## src/rtl/fmul_ctrl_pkg.sv

```systemverilog
// Shared types and constants for the shared single-precision multiplier
// controller and its datapath.
package fmul_ctrl_pkg;

    localparam int FP_W    = 32;
    localparam int NUM_REQ = 2;

    typedef enum logic [1:0] {
        IDLE = 2'd0,
        EXEC = 2'd1,
        RESP = 2'd2
    } state_t;

endpackage

```

## src/rtl/floatingmultiplier.sv

```systemverilog
// Combinational single-precision multiplier, truncating; denormals flush to
// zero, inf/NaN operands or exponent overflow raise invalid and give inf.
module floatingmultiplier
    import fmul_ctrl_pkg::*;
(
    input  logic [FP_W-1:0] a,
    input  logic [FP_W-1:0] b,
    output logic [FP_W-1:0] product,
    output logic            invalid
);

    logic        sign;
    logic [47:0] mant;
    logic [9:0]  esum;
    logic [9:0]  eout;
    logic [22:0] frac;

    always_comb begin
        sign = a[31] ^ b[31];
        mant = {1'b1, a[22:0]} * {1'b1, b[22:0]};
        esum = {2'b00, a[30:23]} + {2'b00, b[30:23]} + {9'd0, mant[47]};
        eout = esum - 10'd127;
        frac = mant[47] ? mant[46:24] : mant[45:23];
        product = {sign, 31'd0};
        invalid = 1'b0;
        if (a[30:23] == 8'hFF || b[30:23] == 8'hFF) begin
            product = {sign, 8'hFF, 23'd0};
            invalid = 1'b1;
        end else if (a[30:23] == 8'h00 || b[30:23] == 8'h00) begin
            product = {sign, 31'd0};
        end else if (esum > 10'd381) begin
            product = {sign, 8'hFF, 23'd0};
            invalid = 1'b1;
        end else if (esum >= 10'd128) begin
            // esum below 128 is underflow and keeps the signed-zero default
            product = {sign, eout[7:0], frac};
        end
    end

endmodule

```

## src/rtl/fmul_share_ctrl.sv

```systemverilog
// Two-port arbiter sharing one combinational FP multiplier: grant in IDLE,
// capture the product in EXEC, hold it in RESP until the consumer takes it.
module fmul_share_ctrl
    import fmul_ctrl_pkg::*;
#(
    parameter int RR_EN     = 1,
    parameter int EXC_CNT_W = 8
) (
    input  logic                 clk,
    input  logic                 rst_n,
    input  logic [NUM_REQ-1:0]   req_valid,
    output logic [NUM_REQ-1:0]   req_ready,
    input  logic [FP_W-1:0]      req0_a,
    input  logic [FP_W-1:0]      req0_b,
    input  logic [FP_W-1:0]      req1_a,
    input  logic [FP_W-1:0]      req1_b,
    output logic                 rsp_valid,
    input  logic                 rsp_ready,
    output logic                 rsp_id,
    output logic [FP_W-1:0]      rsp_product,
    output logic                 rsp_ovf,
    output logic                 busy,
    output logic [EXC_CNT_W-1:0] exc_count,
    input  logic                 exc_clr
);

    state_t          state;
    state_t          state_nx;
    logic            last;
    logic            hs;
    logic            hs_id;
    logic [FP_W-1:0] op_a;
    logic [FP_W-1:0] op_b;
    logic            op_id;
    logic [FP_W-1:0] mul_p;
    logic            mul_inv;

    // last holds the previously granted port; 1 after reset so port 0 wins
    always_comb begin
        req_ready = '0;
        if (state == IDLE) begin
            if (req_valid == 2'b11) begin
                req_ready = (RR_EN != 0 && !last) ? 2'b10 : 2'b01;
            end else begin
                req_ready = req_valid;
            end
        end
    end

    assign hs        = |req_ready;
    assign hs_id     = req_ready[1];
    assign busy      = (state != IDLE);
    assign rsp_valid = (state == RESP);

    always_comb begin
        state_nx = state;
        unique case (state)
            IDLE: if (hs) state_nx = EXEC;
            EXEC: state_nx = RESP;
            RESP: if (rsp_ready) state_nx = IDLE;
            default: state_nx = IDLE;
        endcase
    end

    always_ff @(posedge clk or negedge rst_n) begin
        if (!rst_n) begin
            state <= IDLE;
        end else begin
            state <= state_nx;
        end
    end

    always_ff @(posedge clk or negedge rst_n) begin
        if (!rst_n) begin
            last  <= 1'b1;
            op_a  <= '0;
            op_b  <= '0;
            op_id <= 1'b0;
        end else if (hs) begin
            last  <= hs_id;
            op_a  <= hs_id ? req1_a : req0_a;
            op_b  <= hs_id ? req1_b : req0_b;
            op_id <= hs_id;
        end
    end

    floatingmultiplier u_mul (
        .a       (op_a),
        .b       (op_b),
        .product (mul_p),
        .invalid (mul_inv)
    );

    always_ff @(posedge clk or negedge rst_n) begin
        if (!rst_n) begin
            rsp_product <= '0;
            rsp_ovf     <= 1'b0;
            rsp_id      <= 1'b0;
        end else if (state == EXEC) begin
            rsp_product <= mul_p;
            rsp_ovf     <= mul_inv;
            rsp_id      <= op_id;
        end
    end

    always_ff @(posedge clk or negedge rst_n) begin
        if (!rst_n) begin
            exc_count <= '0;
        end else if (exc_clr) begin
            exc_count <= '0;
        end else if (state == EXEC && mul_inv && !(&exc_count)) begin
            exc_count <= exc_count + EXC_CNT_W'(1);
        end
    end

endmodule

```

## config.mk

```make
export PLATFORM = sky130hd
export DESIGN_NAME = fmul_share_ctrl
export DESIGN_NICKNAME = d
export VERILOG_FILES = /design/src/rtl/fmul_ctrl_pkg.sv /design/src/rtl/floatingmultiplier.sv /design/src/rtl/fmul_share_ctrl.sv
export SDC_FILE = /design/constraint.sdc
export NUM_CORES = 2
export LEC_CHECK = 0
export ABC_AREA = 1
export CAP_MARGIN = 20
export CORE_ASPECT_RATIO = 0.75
export CORE_UTILIZATION = 32
export DETAILED_ROUTE_END_ITERATION = 10
export PLACE_DENSITY_LB_ADDON = 0.2
export SYNTH_ARGS = -nofsm -noshare
export SYNTH_HDL_FRONTEND = slang
export SYNTH_SLANG_ARGS = --single-unit
```

## constraint.sdc

```tcl
create_clock -name clk -period 9.8 [get_ports clk]
set_input_delay 1.47 -clock clk [delete_from_list [all_inputs] [get_ports clk]]
set_output_delay 1.47 -clock clk [all_outputs]
set_load 0.05 [all_outputs]
```

==> impl_metrics.csv <==
group,metric,value,unit
finish,fin_nets,4386,
global_routing,grt_usage,20.8,%
status,status,"complete, but fails checks",
clock_tree,worstSkewPairLatency,0.41,ns
yosys,ys_ff_latch,110,
placed_design,place_ws,0.612,ns
finish,final_common_cell,"nand2_1",
floorplan,die_area,81600,sq um
drt,wl_per_cell,17.6,microns
finish,syn_to_final_growth,13.0,%
yosys,syn_inst,3466,
global_routing,grt_max_degree,59,
drt,vias,21209,
drt,drc,14,
global_routing,grt_pass1_vias,21421,
finish,drive_above_1_share,3.64,%
sta,hold_viol,0,
drt,viasPerCell,4.57,
worst_hold_path,min_to,"rsp_product[1]$_DFFE_PN0P_",
setup_path,r2r_end,"exc_count[7]$_DFFE_PN0P_",
yosys,yosysSeqAreaShare,10.7,%
clock_tree,ctsLongestPathBuffers,2,
clock_tree,tritoncts,"yes",
setup_path,reg2reg_setup_slack,0.64,ns
floorplan,fp.dieW,329,microns
placed_design,place_hpwl,69.9,mm
setup_path,cp_slowest_cell,"dfrtp_1",
setup_path,setup.worst_path.start_class,"flop",
clock_tree,cts.clk_slew.worst_paths,0.11,ns
sta,fin_setup_tns,0,ns
setup_path,crit_path_end_kind,"flop",
finish,stdcell_area,29100,sq um
global_routing,grt-ovfl-total,0,
sta,drv_slew,0,
setup_path,critPathMaxStageDelay,1.00,ns
global_routing,grt_pass1_wl,129,mm
worst_hold_path,hold_class,"flop to flop",
setup_path,r2r-start,"op_b[2]$_DFFE_PN0P_",
finish,final_util,36.8,%
setup_path,crit_family,"adder cells",
setup_path,cp.arrival,9.46,ns
yosys,synth-main-ff-cell,"dfrtp_1",
yosys,syn_avg_cell_area,7.42,sq um
worst_hold_path,holdPathStages,2,
yosys,async_flop_share,100,%
placed_design,dpl_cell_area,28800,sq um
yosys,syn_nets,4263,
setup_path,path_max_fanout,24,
yosys,synth-edff-count,0,
drt,drtPass1Iterations,9,
sta,fmaxAchievable,109,MHz
finish,final_cell_mix,"nand2_1, inv_1, fa_1",
sta,setup_viol,0,
floorplan,core,79100,sq um
clock_tree,cts_setup_buffers,0,
global_routing,antenna_found_initial,0,
sta,period_minus_slack,9.16,ns
yosys,ys_warn_count,0,
yosys,syn_area,25700,sq um
placed_design,port_buffers,179,
setup_path,crit_type,"flop to flop",
sta,timing.final.ws_setup,0.636,ns
sta,skew,0.0223,ns
clock_tree,cts.sinks,110,
setup_path,crit_path_frequent_cell,"fa_1",
finish,fill_cells,8467,
drt,antenna_left,0,
clock_tree,cts_buffers,9,
setup_path,r2r_cells,35,
status,failed_checks,"design-rule violations",
setup_path,critPathBufInv,6,
worst_hold_path,worstHoldStart,"rsp_product[1]$_DFFE_PN0P_",
clock_tree,cts_root_buf,"clkbuf_16",
drt,totalWireLength,81.6,mm
sta,period_share,93.5,%
floorplan,ios,180,
clock_tree,htree_levels,3,
floorplan,die_y,248,microns
sta,tightest_slew,1.04,ns
drt,drt_iter0_markers,1642,
setup_path,crit_required,10.10,ns
yosys,ys_types,45,
placed_design,gp_congestion,0.928,
floorplan,start_util,32.5,%
sta,slew_headroom,30.8,%
floorplan,rows,89,
sta,rsz0062_at_grt,"false",
job,cap_violations,0,
==> kinds of logic after synthesis <==
kind of cell	synth area share, %
simple gates	22.6
buf+inv	16.7
fa+ha+maj	46.3
compound gates	3.08
flops	10.7
xor+xnor	0.579
==> registers in the layout, summed over array words and instances (netlist names) <==
signal / flops
op_a: 32
state: 2
op_b: 32
rsp_ovf: 1
op_id: 1
exc_count: 8
rsp_product: 32
last: 1
rsp_id: 1
==> cells in the mapped netlist, types with 15 or more instances <==
cell,count,area share (%)
dfrtp_1,109,11
inv_1,1000,15
nor2_1,78,1.1
nand2_1,1092,16
nand3_2,15,0.58
clkbuf_1,113,1.6
o211ai_1,30,0.88
nand3_1,149,2.9
a21oi_1,62,1.2
nand4_1,27,0.66
ha_1,180,8.8
o21ai_0,29,0.56
fa_1,483,38
==> worst max-delay path by stage <==
stage	startpoint	cells past startpoint	endpoint	slack, ns
global placement	op_b[0]$_DFFE_PN0P_	35	exc_count[5]$_DFFE_PN0P_	0.71
finish	op_b[2]$_DFFE_PN0P_	35	exc_count[7]$_DFFE_PN0P_	0.64
CTS	op_b[0]$_DFFE_PN0P_	35	exc_count[7]$_DFFE_PN0P_	0.57
global route	op_b[2]$_DFFE_PN0P_	35	exc_count[4]$_DFFE_PN0P_	0.04
detailed placement	op_b[0]$_DFFE_PN0P_	35	exc_count[7]$_DFFE_PN0P_	0.61
floorplan	op_a[13]$_DFFE_PN0P_	40	rsp_product[22]$_DFFE_PN0P_	1.75
==> through the flow <==
stage | cells | hold slack, ns
3_5_place_dp | 4624 | 0.466
5_1_grt | 4640 | 0.516
2_1_floorplan | 3466 | 0.462
6_report | 4641 | 0.485
4_1_cts | 4640 | 0.491
3_3_place_gp | 4624 | 0.468
==> per-layer routing <==
metal,vias to the layer above,global-route usage [%],wire length [microns]
li1,10145,-,-
met1,10436,34.6,43900
met2,602,27.1,30800
met3,26,4.77,6590
met4,0,1.72,305
met5,-,0,0
==> worst min-delay path, cell delays in order, from the launching register on <==
cell	delay, ns
dfrtp_1	0.35
nand2_1	0.06
nand2_1	0.05
==> area by class of cell <==
| cell class | instances | area [sq um] | area share [%] |
|---|---|---|---|
| tap | 1046 | 1310 | 4.50 |
| antenna | 1 | 2.50 | 0.00861 |
| sequential | 110 | 2760 | 9.48 |
| timing repair buffer | 239 | 2260 | 7.79 |
| clock inverter | 6 | 53.8 | 0.185 |
| inverter | 1004 | 3770 | 13.0 |
| multi-input combinational | 2225 | 18700 | 64.2 |
| clock buffer | 10 | 239 | 0.822 |
==> what timing repair did <==
action / in CTS / in global routing
endpoints found under the hold margin: 0 / 0
resized for setup: 0 / 2
hold buffers: 0 / 0
setup endpoints to repair: 0 / 8
Power is not shown: default switching activity piles up to over one toggle a cycle in this logic, so the estimate is an artifact.
